===== config.mk =====
export PLATFORM = sky130hd
export DESIGN_NAME = ssd_driver
export DESIGN_NICKNAME = d
export VERILOG_FILES = /design/src/rtl/ssd_driver_pkg.sv /design/src/rtl/ssd_driver_bcd_dd.sv /design/src/rtl/ssd_driver.sv
export SDC_FILE = /design/constraint.sdc
export NUM_CORES = 1
export LEC_CHECK = 0
export BUFFER_PORTS_ARGS = -buffer_cell sky130_fd_sc_hd__buf_2
export CAP_MARGIN = 25
export CORE_ASPECT_RATIO = 0.6
export CORE_MARGIN = 2
export CORE_UTILIZATION = 50
export CTS_BUF_LIST = sky130_fd_sc_hd__clkbuf_4 sky130_fd_sc_hd__clkbuf_8 sky130_fd_sc_hd__clkbuf_16
export DETAILED_ROUTE_END_ITERATION = 8
export PLACE_DENSITY = 0.67
export SETUP_SLACK_MARGIN = 0.4
export SLEW_MARGIN = 20
export SYNTH_ARGS = -nofsm -noshare
export SYNTH_HDL_FRONTEND = slang
export SYNTH_HIERARCHICAL = 1
export SYNTH_SLANG_ARGS = --single-unit

===== constraint.sdc =====
create_clock -name clk -period 9.1 [get_ports clk]
set_clock_uncertainty 0.15 [all_clocks]
set_input_delay 1.365 -clock clk [delete_from_list [all_inputs] [get_ports clk]]
set_output_delay 1.365 -clock clk [all_outputs]
set_load 0.01 [all_outputs]

===== src/rtl/ssd_driver_pkg.sv =====
// Shared definitions for the seven-segment driver: converter FSM states,
// active-low segment patterns {g,f,e,d,c,b,a} and the digit encoder.
package ssd_driver_pkg;

    typedef enum logic [1:0] {
        ST_IDLE  = 2'd0,
        ST_SHIFT = 2'd1,
        ST_LOAD  = 2'd2
    } cvt_state_e;

    localparam int NUM_DIGITS = 4;

    localparam logic [6:0] SEG_0     = 7'b1000000;
    localparam logic [6:0] SEG_1     = 7'b1111001;
    localparam logic [6:0] SEG_2     = 7'b0100100;
    localparam logic [6:0] SEG_3     = 7'b0110000;
    localparam logic [6:0] SEG_4     = 7'b0011001;
    localparam logic [6:0] SEG_5     = 7'b0010010;
    localparam logic [6:0] SEG_6     = 7'b0000010;
    localparam logic [6:0] SEG_7     = 7'b1111000;
    localparam logic [6:0] SEG_8     = 7'b0000000;
    localparam logic [6:0] SEG_9     = 7'b0010000;
    localparam logic [6:0] SEG_BLANK = 7'b1111111;

    // Non-decimal nibbles cannot come out of the converter; show them blank.
    function automatic logic [6:0] seg_encode(input logic [3:0] d);
        logic [6:0] s;
        s = SEG_BLANK;
        case (d)
            4'd0: s = SEG_0;
            4'd1: s = SEG_1;
            4'd2: s = SEG_2;
            4'd3: s = SEG_3;
            4'd4: s = SEG_4;
            4'd5: s = SEG_5;
            4'd6: s = SEG_6;
            4'd7: s = SEG_7;
            4'd8: s = SEG_8;
            4'd9: s = SEG_9;
            default: s = SEG_BLANK;
        endcase
        return s;
    endfunction

endpackage


===== src/rtl/ssd_driver_bcd_dd.sv =====
// Sequential double-dabble binary-to-BCD converter: one bit per cycle,
// result held on bcd and flagged by a one-cycle done while in LOAD.
module bcd_dd
    import ssd_driver_pkg::*;
#(
    parameter int WIDTH = 13
) (
    input  logic             clk,
    input  logic             rst,
    input  logic             start,
    input  logic [WIDTH-1:0] bin,
    output logic             busy,
    output logic             done,
    output logic [15:0]      bcd
);

    cvt_state_e       state_q, state_d;
    logic [WIDTH-1:0] bin_q, bin_d;
    logic [15:0]      bcd_q, bcd_d;
    logic [3:0]       cnt_q, cnt_d;
    logic [15:0]      bcd_adj;

    for (genvar gi = 0; gi < NUM_DIGITS; gi++) begin : g_adj
        assign bcd_adj[4*gi +: 4] = (bcd_q[4*gi +: 4] >= 4'd5) ?
                                    bcd_q[4*gi +: 4] + 4'd3 : bcd_q[4*gi +: 4];
    end

    always_comb begin
        state_d = state_q;
        bin_d   = bin_q;
        bcd_d   = bcd_q;
        cnt_d   = cnt_q;
        case (state_q)
            ST_IDLE: begin
                if (start) begin
                    bin_d   = bin;
                    bcd_d   = '0;
                    cnt_d   = '0;
                    state_d = ST_SHIFT;
                end
            end
            ST_SHIFT: begin
                {bcd_d, bin_d} = {bcd_adj[14:0], bin_q, 1'b0};
                cnt_d = cnt_q + 4'd1;
                if (cnt_q == 4'(WIDTH - 1)) state_d = ST_LOAD;
            end
            ST_LOAD:  state_d = ST_IDLE;
            default:  state_d = ST_IDLE;
        endcase
    end

    always_ff @(posedge clk) begin
        if (rst) begin
            state_q <= ST_IDLE;
            bin_q   <= '0;
            bcd_q   <= '0;
            cnt_q   <= '0;
        end else begin
            state_q <= state_d;
            bin_q   <= bin_d;
            bcd_q   <= bcd_d;
            cnt_q   <= cnt_d;
        end
    end

    assign busy = (state_q != ST_IDLE);
    assign done = (state_q == ST_LOAD);
    assign bcd  = bcd_q;

endmodule


===== src/rtl/ssd_driver.sv =====
// Four-digit multiplexed common-anode display driver: converts value_in to
// BCD whenever it changes and scans the digits at REFRESH_DIV cycles each.
module ssd_driver
    import ssd_driver_pkg::*;
#(
    parameter int WIDTH       = 13,
    parameter int REFRESH_DIV = 100000
) (
    input  logic             clk,
    input  logic             rst,
    input  logic [WIDTH-1:0] value_in,
    input  logic             blank_lz,
    output logic [3:0]       anode,
    output logic [6:0]       seg,
    output logic             busy,
    output logic             upd
);

    localparam int PW = (REFRESH_DIV > 1) ? $clog2(REFRESH_DIV) : 1;

    logic [WIDTH-1:0] last_val_q, last_val_d;
    logic [15:0]      digits_q, digits_d;
    logic [PW-1:0]    presc_q, presc_d;
    logic [1:0]       sel_q, sel_d;
    logic [3:0]       anode_q, anode_d;
    logic [6:0]       seg_q, seg_d;
    logic             cvt_start, cvt_busy, cvt_done;
    logic [15:0]      cvt_bcd;
    logic [6:0]       seg_cand [NUM_DIGITS];

    assign cvt_start = !cvt_busy && (value_in != last_val_q);

    bcd_dd #(.WIDTH(WIDTH)) u_bcd_dd (
        .clk   (clk),
        .rst   (rst),
        .start (cvt_start),
        .bin   (value_in),
        .busy  (cvt_busy),
        .done  (cvt_done),
        .bcd   (cvt_bcd)
    );

    // Segments are encoded from next-state digits and select so anode and
    // seg update on the same edge as the digit latch: no stale cycle.
    for (genvar gi = 0; gi < NUM_DIGITS; gi++) begin : g_enc
        if (gi == 0) begin : g_ones
            assign seg_cand[gi] = seg_encode(digits_d[3:0]);
        end else begin : g_upper
            assign seg_cand[gi] = (blank_lz && (digits_d[15:4*gi] == '0)) ?
                                  SEG_BLANK : seg_encode(digits_d[4*gi +: 4]);
        end
    end

    always_comb begin
        last_val_d = cvt_start ? value_in : last_val_q;
        digits_d   = cvt_done ? cvt_bcd : digits_q;
        presc_d    = presc_q + 1'b1;
        sel_d      = sel_q;
        if (presc_q == PW'(REFRESH_DIV - 1)) begin
            presc_d = '0;
            sel_d   = sel_q + 2'd1;
        end
        anode_d = ~(4'b0001 << sel_d);
        seg_d   = seg_cand[sel_d];
    end

    always_ff @(posedge clk) begin
        if (rst) begin
            last_val_q <= '0;
            digits_q   <= '0;
            presc_q    <= '0;
            sel_q      <= '0;
            anode_q    <= 4'b1110;
            seg_q      <= SEG_0;
        end else begin
            last_val_q <= last_val_d;
            digits_q   <= digits_d;
            presc_q    <= presc_d;
            sel_q      <= sel_d;
            anode_q    <= anode_d;
            seg_q      <= seg_d;
        end
    end

    assign anode = anode_q;
    assign seg   = seg_q;
    assign busy  = cvt_busy;
    assign upd   = cvt_done;

endmodule


==> key figures, run 1 <==
Clock network
  – CTS Sinks: 94
  – CTS tree: built
  – Clock buffer depth: 2
  – Root Driver: clkbuf_16
  – Post-CTS Setup Bufs: 0
  – H-tree levels: 3
  – Cts bufs inserted: 9
  – Post-CTS Resized: 0
  – Clock slew at reported path FFs: around 0.06 ns
  – Worst skew pair latency: ~0.35 ns
  – CTS Hold Bufs: 0

Floorplanning
  – # rows: 28
  – Die Height: ~83 um
  – I/O Pins: 29
  – Die Wd: about 140 um
  – Core area: 9950 um2
  – Die Area: approximately 11000 um2
  – Initial cell density of the core: between 50% and 60%

Timing
  – Worst slew margin: a little under two fifths
  – Setup_tns: 0 ns
  – Min Tclk post-route: ~3.8 ns
  – Final Slew Violations: 0
  – Unrepaired setup endpoints after global routing: false
  – Final hold vios: 0
  – Final Cycle Share: approximately 42%
  – # setup viols final: 0
  – Max Fclk: about 0.26 GHz
  – Measured slew at the worst slew-check pin: between 0.9 and 1 ns

Routing
  – Routed wire length: about 11000 um
  – Vias: ~4000
  – Post-Route M1 WL: 5832 um
  – 1st-iter DRT viols: about 220
  – DRC Markers: 0
  – Top routing layer used: met4
  – Met3 routed WL: ~590 um
  – Initial DRT Pass Iterations: 9
  – Vias/cell: 5.503
  – DRT antenna net count: 0
  – Metal2 WL: 4444 um
  – Post-DR wirelength/cell: between 10 and 15 um

Critical path
  – Crit. path cell count: 8
  – R2R depth: 8
  – Worst Path Arrival: ~4 ns
  – Worst setup SP type: flop
  – CP peak stage delay: 0.89 ns
  – Worst-path maximum fanout: 27
  – Crit Path Class: flop to flop
  – CP max stage cell: nor2b_4
  – Largest delay share family, worst path: simple AND/OR/NAND/NOR gates
  – Worst reg2reg path endpoint: seg[5]
  – RR Startpoint: u_bcd_dd/state_q[1]
  – CP bufs+invs: 0
  – Required @ worst endpoint: 9.23 ns
  – Internal reg-to-reg setup slack: 5.27 ns
  – Critical path, cell by cell: nor2b_4 -> mux2i_1 -> ha_1 -> nand4_4 -> or2_4 -> o311ai_4 -> o221ai_1 -> a21oi_1
  – Setup crit end kind: flop

Worst hold path
  – Hold Crit Class: flop to flop
  – Hold path depth: 2
  – Hold Path Origin: u_bcd_dd/bin_q[11]
  – Min-Delay Endpoint: u_bcd_dd/bin_q[11]

Logic synthesis
  – Most common cell in the synthesized netlist: nor2_1
  – Post-synth EDFFs: 0
  – Post-Syn Area per Cell: slightly below 9 um2
  – Post-synth cell types: 58
  – Ys flop type: dfxtp_1
  – Synth warn: 6
  – Top cells by count, synth: 103 x nor2_1, 94 x dfxtp_1, 47 x a21oi_1
  – Mapped Area: 5174 um2
  – FFs w/ async S/R, synth: 0%
  – Synthesized net count: 637
  – Cell count after synthesis: between 500 and 600
  – Synth area leaders: dfxtp_1 36%, ha_1 7.5%, nor2_1 7.5%
  – FF+latch count, synth: between 90 and 100
  – Synth area leader: dfxtp_1
  – Sequential area share after synthesis: a little over a third
  – Post-synth top area share: 36.37%

Cells and area
  – Share of layout cells above drive strength 1: between 10% and 20%
  – Area of the multi-input gates: 3088 um2
  – Synth-to-layout area growth: 9.746%
  – Seq. cell area: approximately 1900 um2
  – N_diodes: 0
  – Final nets: approximately 660
  – # fillers: around 910

Global routing
  – Total Routing Usage GR: between 20% and 30%
  – Number of global-route vias before repair: about 3600
  – First-pass GRT wire length: between 15000 and 20000 um
  – Aggregate global routing overflow: 0
  – Initial antenna violation count: 0
  – Largest net degree at the start of global routing: 67

Power
  – Leak: 2.347 nW
  – VDD IR max: 0.08763 mV
  – Final Power: roughly 0.86 mW
  – P per Cell Area: between 150 and 200 nW/um2

Placed design
  – GP Congestion: 0.9367
  – Port Buf Inserts: 28
  – Hpwl dp: roughly 8000 um

Status
  – Outcome: completed

Flow run
  – MaxCap Viol Count: 0
[layout by cell type, fill, tap and decap left out, types with 4 or more instances in the layout]
cell | netlist | layout
clkbuf_16 | 0 | 9
o21ai_0 | 18 | 18
nor2b_1 | 15 | 14
o221ai_1 | 6 | 6
inv_1 | 21 | 21
buf_2 | 7 | 28
mux2_2 | 5 | 5
buf_4 | 2 | 4
or3_1 | 8 | 8
a211oi_1 | 7 | 7
ha_1 | 31 | 31
nor2_1 | 103 | 103
nand2_1 | 23 | 23
nand2b_1 | 6 | 6
xor2_1 | 18 | 18
nor3_1 | 30 | 30
mux2i_2 | 5 | 5
and3_1 | 6 | 6
a21oi_1 | 47 | 47
a22o_1 | 10 | 10
nand3_1 | 15 | 15
xnor2_1 | 16 | 15
mux2i_1 | 31 | 31
dfxtp_1 | 94 | 94
[final cells by class]
class | instances | share of cell area (%)
Multi-Input combinational cell | 448 | 54.39
Sequential cell | 94 | 33.14
Clock buffer | 10 | 4.099
Timing Repair Buffer | 32 | 2.997
Tap cell | 135 | 2.975
Inverter | 24 | 1.587
Clock inverter | 6 | 0.8153
[worst max path at each step]
stage | to | start | slack (ns)
after global placement | seg[2] | u_bcd_dd/state_q[1] | 5.42
after floorplan | seg[2] | u_bcd_dd/state_q[1] | 5.73
after detailed placement | seg[5] | u_bcd_dd/state_q[1] | 5.25
final | seg[5] | u_bcd_dd/state_q[1] | 5.27
after CTS | seg[5] | u_bcd_dd/state_q[1] | 5.23
after global routing | seg[5] | u_bcd_dd/state_q[1] | 4.93
[metrics by stage]
step                      worst slack (ns)  hold slack [ns]  instance area, um2  utilization, %  cells
after detailed placement             5.249           0.3045                5391           54.19    733
after CTS                            5.231           0.3156                5670           56.99    749
after floorplan                      5.732           0.2802                5174               -    590
after global routing                 4.933           0.3312                5678           57.07    749
final                                5.266           0.3215                5678           57.07    749
after global placement               5.416           0.3008                5391           54.19    733
[flip-flops by register name, summed over array words and instances, names as in the netlist]
name              flops
digits_q             16
u_bcd_dd/bcd         16
u_bcd_dd/cnt_q        4
seg                   7
anode                 4
sel_q                 2
u_bcd_dd/bin_q       13
last_val_q           13
u_bcd_dd/state_q      2
presc_q              17
[worst min-delay path: stages, from the launching register on]
cell and delay, ns:
dfxtp_1 0.31, inv_1 0.06, a211oi_1 0.06
[power breakdown]
part / internal [mW] / leakage, nW / switching, mW
Clock: 0.190 / 0.132 / 0.166
Combinational: 0.0271 / 1.45 / 0.0417
Sequential: 0.424 / 0.765 / 0.00821
Total: 0.640 / 2.35 / 0.216
[routing by layer]
layer  global-route usage, %  vias to the layer above
met5                       0                        -
li1                        -                     2087
met3                   5.039                       12
met2                   30.20                       95
met1                   30.75                     1928
met4                   5.208                        0
[kinds of logic (layout without fill, tap and decap cells)]
logic type	count (synthesis)	count (layout)	synth area share (%)
AO/OA/AOI/OAI	106	106	12.99
XOR/XNOR	36	36	6.602
adder cells (fa/ha/maj)	31	31	7.497
buffers and inverters	48	72	4.377
flip-flops	94	94	36.37
multiplexers	45	45	9.867
AND/OR/NAND/NOR	230	230	22.30
(Power assumes the default switching activity.)
==> run 2, diff against run 1 <==
==> constraint.sdc (replaced) <==
create_clock -name clk -period 3.8 [get_ports clk]
set_clock_uncertainty 0.15 [all_clocks]
set_input_delay 0.57 -clock clk [delete_from_list [all_inputs] [get_ports clk]]
set_output_delay 0.57 -clock clk [all_outputs]
set_load 0.01 [all_outputs]
==> key figures, run 2 (synthesis results as in run 1) <==
Clock network
  – Post-CTS Resized: 0
  – Post-CTS Setup Bufs: 0
  – Cts bufs inserted: 9
  – CTS Hold Bufs: 0
  – Clock buffer depth: 2
  – CTS tree: built
  – Worst skew pair latency: between 0.3 and 0.4 ns
  – H-tree levels: 3
  – Root Driver: clkbuf_16
  – Clock slew at reported path FFs: around 0.06 ns
  – CTS Sinks: 94

Placed design
  – GP Congestion: ~0.86
  – Dpl cells: around 740
  – Placed cell areas: approximately 5400 um2
  – Port Buf Inserts: 28
  – Hpwl dp: 8133 um
  – Setup slack after placement: roughly 0.9 ns

Critical path
  – Largest delay share family, worst path: compound AO/OA/AOI/OAI gates
  – Setup crit end kind: flop
  – Crit Path Class: flop to flop
  – Worst-path maximum fanout: 12
  – Critical path, cell by cell: nor2b_4 -> buf_4 -> mux2i_1 -> ha_1 -> nand4_4 -> or2_4 -> o311ai_4 -> o221ai_1 -> a21oi_1
  – Worst Path Arrival: 3.05 ns
  – Internal reg-to-reg setup slack: roughly 0.87 ns
  – Worst setup SP type: flop
  – CP max stage cell: mux2i_1
  – CP peak stage delay: roughly 0.46 ns
  – CP bufs+invs: 1
  – Required @ worst endpoint: 3.92 ns

Cells and area
  – Synth-to-layout area growth: 10.64%
  – Area of the multi-input gates: ~3000 um2
  – # fillers: just under 900
  – Final design instance area without fill: 5724 um2
  – Max reg flops: 17
  – Commonest non-fill, non-tap cell in the layout: nor2_1
  – N_diodes: 0
  – Post-layout util: a little under three fifths
  – Seq. cell area: 1882 um2
  – Share of layout cells above drive strength 1: roughly 14%
  – Final nets: 660
  – Biggest register: presc_q
  – Finished Layout Cells: roughly 750
  – Commonest non-fill, non-tap cells in the layout: 103 x nor2_1, 94 x dfxtp_1, 47 x a21oi_1

Flow run
  – MaxCap Viol Count: 0

Global routing
  – Initial antenna violation count: 0
  – First-pass GRT wire length: about 19000 um
  – Largest net degree at the start of global routing: 38
  – Aggregate global routing overflow: 0
  – Number of global-route vias before repair: ~3900
  – Total Routing Usage GR: between 20% and 30%

Timing
  – Final Slew Violations: 0
  – Hold Slack: roughly 0.31 ns
  – # setup viols final: 0
  – Worst slew margin: 36.48%
  – Max Fclk: about 0.34 GHz
  – Final hold vios: 0
  – Final Cycle Share: 77.02%
  – Setup ws final: 0.8731 ns
  – Unrepaired setup endpoints after global routing: false
  – Min Tclk post-route: around 2.9 ns
  – Measured slew at the worst slew-check pin: approximately 0.95 ns
  – Setup_tns: 0 ns

Routing
  – 1st-iter DRT viols: 257
  – Routed wire length: approximately 11000 um
  – Initial DRT Pass Iterations: 5
  – Vias/cell: approximately 5.5
  – Vias: about 4100
  – DRC Markers: 0
  – DRT antenna net count: 0
  – Post-DR wirelength/cell: roughly 15 um

Floorplanning
  – Die Wd: 135.3 um
  – I/O Pins: 29
  – Core area: between 9000 and 10000 um2
  – Initial cell density of the core: roughly 52%
  – # rows: 28
  – Die Height: approximately 83 um
  – Die Area: about 11000 um2

Power
  – Switching Fraction: between 20% and 30%
  – Comb pwr share: just under 8%
  – Final Power: roughly 2.1 mW
  – Internal power: ~1.6 mW
  – P per Cell Area: about 370 nW/um2
  – Sequential power share: between 40% and 50%
  – Net switching power figure: around 0.5 mW
  – Leak: 2.379 nW
  – Clock power frac: a little over two fifths
  – VDD IR max: 0.2447 mV

Status
  – Outcome: completed

Worst hold path
  – Hold Crit Class: flop to flop
## run 2: cell types whose count changed in the layout (fill, tap and decap cells not counted), sizes merged
cell      previous run  this run
buf                 32        36
bufinv               0         1
clkinv               3         4
clkinvlp             2         1
inv                 25        24
## run 2: path summary, 6_finish.rpt
| path | from | end | cells after the start |
|---|---|---|---|
| worst min-delay path | u_bcd_dd/bin_q[11] | u_bcd_dd/bin_q[11] | 2 |
| worst max register to register | u_bcd_dd/state_q[1] | seg[1] | 9 |
| worst max-delay path | u_bcd_dd/state_q[1] | seg[1] | 9 |
| worst min register to register | u_bcd_dd/bin_q[11] | u_bcd_dd/bin_q[11] | 2 |
## run 2: layout make-up
class | instances | share of cell area [%]
Inverter | 24 | 1.574
Sequential cell | 94 | 32.87
Clock inverter | 6 | 1.268
Tap cell | 135 | 2.951
Timing Repair Buffer | 36 | 3.454
Multi-Input combinational cell | 448 | 53.81
Clock buffer | 10 | 4.066
## run 2: layer usage
layer	share of wire [%]	vias to the layer above	wire [um]	GRT usage, %
li1	-	2088	-	-
met1	51	1919	5806	29.48
met2	41	115	4678	32.44
met3	6.5	14	743	6.315
met4	1.4	0	154	7.083
met5	0	-	0	0
## run 2: worst register-to-register path, stage by stage, from the launching register on
cell      delay (ns)
dfxtp_1         0.33
nor2b_4         0.19
buf_4           0.27
mux2i_1         0.47
ha_1            0.33
nand4_4         0.13
or2_4           0.29
o311ai_4        0.33
o221ai_1        0.19
a21oi_1         0.18
## run 2: power by group through the flow
stage          logic, mW  clock network [mW]  registers, mW
3_5_place_dp       0.161                   0           1.06
2_1_floorplan      0.120                   0           1.05
5_1_grt            0.182               0.973           1.04
4_1_cts            0.162               0.942           1.03
3_3_place_gp       0.158                   0           1.05
6_report           0.163               0.914           1.03
==> run 3, diff against run 2 <==
==> constraint.sdc (replaced) <==
create_clock -name clk -period 2.8 [get_ports clk]
set_clock_uncertainty 0.15 [all_clocks]
set_input_delay 0.42 -clock clk [delete_from_list [all_inputs] [get_ports clk]]
set_output_delay 0.42 -clock clk [all_outputs]
set_load 0.01 [all_outputs]
==> key figures, run 3 (synthesis results as in run 1) <==
Status
  – Outcome: completed

Floorplanning
  – # rows: 28
  – I/O Pins: 29
  – Initial cell density of the core: between 50% and 60%
  – Die Wd: ~140 um
  – Die Height: 82.80 um
  – Die Area: approximately 11000 um2
  – Core area: 9950 um2

Timing
  – # setup viols final: 0
  – Final hold vios: 0
  – Unrepaired setup endpoints after global routing: true
  – Worst slew margin: 37.99%
  – Final Cycle Share: ~88%
  – Max Fclk: a little over 0.4 GHz
  – Hold Slack: around 0.2 ns
  – Min Tclk post-route: approximately 2.5 ns
  – Final Slew Violations: 0
  – Measured slew at the worst slew-check pin: 0.9267 ns
  – Setup_tns: 0 ns

Global routing
  – First-pass GRT wire length: slightly below 20000 um
  – Total Routing Usage GR: a little under a quarter
  – Initial antenna violation count: 0
  – Number of global-route vias before repair: ~4000
  – Largest net degree at the start of global routing: 32
  – Aggregate global routing overflow: 0

Cells and area
  – Commonest non-fill, non-tap cell in the layout: nor2_1
  – # fillers: just under 900
  – Biggest register: presc_q
  – N_diodes: 0
  – Share of layout cells above drive strength 1: between 20% and 30%
  – Commonest non-fill, non-tap cells in the layout: 101 x nor2_1, 91 x dfxtp_1, 47 x a21oi_1
  – Final design instance area without fill: approximately 6200 um2
  – Synth-to-layout area growth: 18.98%
  – Max reg flops: 17
  – Final nets: between 600 and 700

Critical path
  – RR Startpoint: u_bcd_dd/state_q[1]
  – Largest delay share family, worst path: compound AO/OA/AOI/OAI gates
  – CP max stage cell: o311ai_4
  – Worst-path maximum fanout: 8
  – Worst setup SP type: flop
  – Most Frequent Cell on Critical Path: buf_12
  – Critical path, cell by cell: nor2b_4 -> buf_12 -> buf_12 -> mux2i_4 -> nand4_4 -> or2_4 -> o311ai_4 -> o221ai_1 -> a21oi_1
  – Worst Path Arrival: roughly 2.6 ns
  – Crit Path Class: flop to flop
  – CP bufs+invs: 2
  – Setup crit end kind: flop
  – Worst reg2reg path endpoint: seg[3]
  – R2R depth: 9
  – Required @ worst endpoint: ~2.9 ns
  – CP peak stage delay: around 0.42 ns
  – Internal reg-to-reg setup slack: roughly 0.34 ns

Power
  – Final Power: between 2 and 3 mW
  – VDD IR max: about 0.44 mV
  – P per Cell Area: between 400 and 500 nW/um2
  – Leak: 2.549 nW

Routing
  – DRT antenna net count: 0
  – Vias/cell: between 5 and 6
  – Vias: 4315
  – Routed wire length: between 10000 and 15000 um
  – DRC Markers: 0
  – Post-DR wirelength/cell: roughly 16 um
  – Initial DRT Pass Iterations: 4
  – 1st-iter DRT viols: 248

Flow run
  – MaxCap Viol Count: 0

Clock network
  – CTS tree: built
  – Clock buffer depth: 2
  – Root Driver: clkbuf_16
  – Worst skew pair latency: between 0.3 and 0.4 ns
  – H-tree levels: 3
  – Cts bufs inserted: 9
  – CTS Hold Bufs: 0
  – CTS Sinks: 94
  – Clock slew at reported path FFs: 0.07 ns

Worst hold path
  – Hold Crit Class: input pin to flop
  – Hold path depth: 3
  – Min-Delay Endpoint: last_val_q[2]
  – Hold Path Origin: value_in[2]

Placed design
  – Port Buf Inserts: 28
  – GP Congestion: approximately 0.87
  – Hpwl dp: 8428 um
  – Placed cell areas: 5522 um2
## run 3: layer usage
metal	share of wire, %	routed length, um	vias to the layer above	global-route usage [%]
met5	0	0	-	0
met4	1.8	214	0	8.021
met3	5.9	713	22	5.161
met2	42	5112	112	33.05
met1	50	6070	2033	32.75
li1	-	-	2148	-
## run 3: power by group
part / switching (mW) / internal, mW
Clock: 0.542 / 0.813
Combinational: 0.137 / 0.0943
Sequential: 0.0269 / 1.38
## run 3: cell type report
| cell class | count | area, um2 | area share [%] |
|---|---|---|---|
| multi-input combinational | 449 | 3246 | 52.72 |
| tap | 135 | 168.9 | 2.744 |
| timing repair buffer | 62 | 432.9 | 7.033 |
| clock inverter | 6 | 93.84 | 1.524 |
| inverter | 24 | 90.09 | 1.463 |
| clock buffer | 10 | 239.0 | 3.882 |
| sequential | 94 | 1886 | 30.63 |
## run 3: repair_timing
| action | CTS | global route |
|---|---|---|
| gates resized for setup | 16 | 17 |
| endpoints found under the setup margin | 7 | 10 |
| cloned | 1 | 0 |
| pin swaps | 4 | 9 |
| setup buffers | 9 | 6 |
## run 3: worst max path at each step
stage                   startpoint  cells after the start  slack, ns  endpoint
2_1_floorplan  u_bcd_dd/state_q[1]                     13      -0.12    seg[1]
3_3_place_gp   u_bcd_dd/state_q[1]                     10       0.20    seg[4]
3_5_place_dp   u_bcd_dd/state_q[1]                      8        0.1    seg[3]
4_1_cts        u_bcd_dd/state_q[1]                      9       0.38    seg[1]
5_1_grt        u_bcd_dd/state_q[1]                      9       0.23    seg[3]
6_report       u_bcd_dd/state_q[1]                      9       0.34    seg[3]
## run 3: worst min-delay path: stages
cell and delay [ns]:
buf_2 0.11, mux2i_1 0.07, nor2_1 0.07
## run 3: stage by stage
step,instances,setup WS [ns],utilization (%)
6_report,780,0.3433,61.87
5_1_grt,780,0.2253,61.87
4_1_cts,774,0.3777,60.60
3_5_place_dp,748,0.09558,55.50
3_3_place_gp,748,0.1993,55.50
2_1_floorplan,590,-0.1240,-
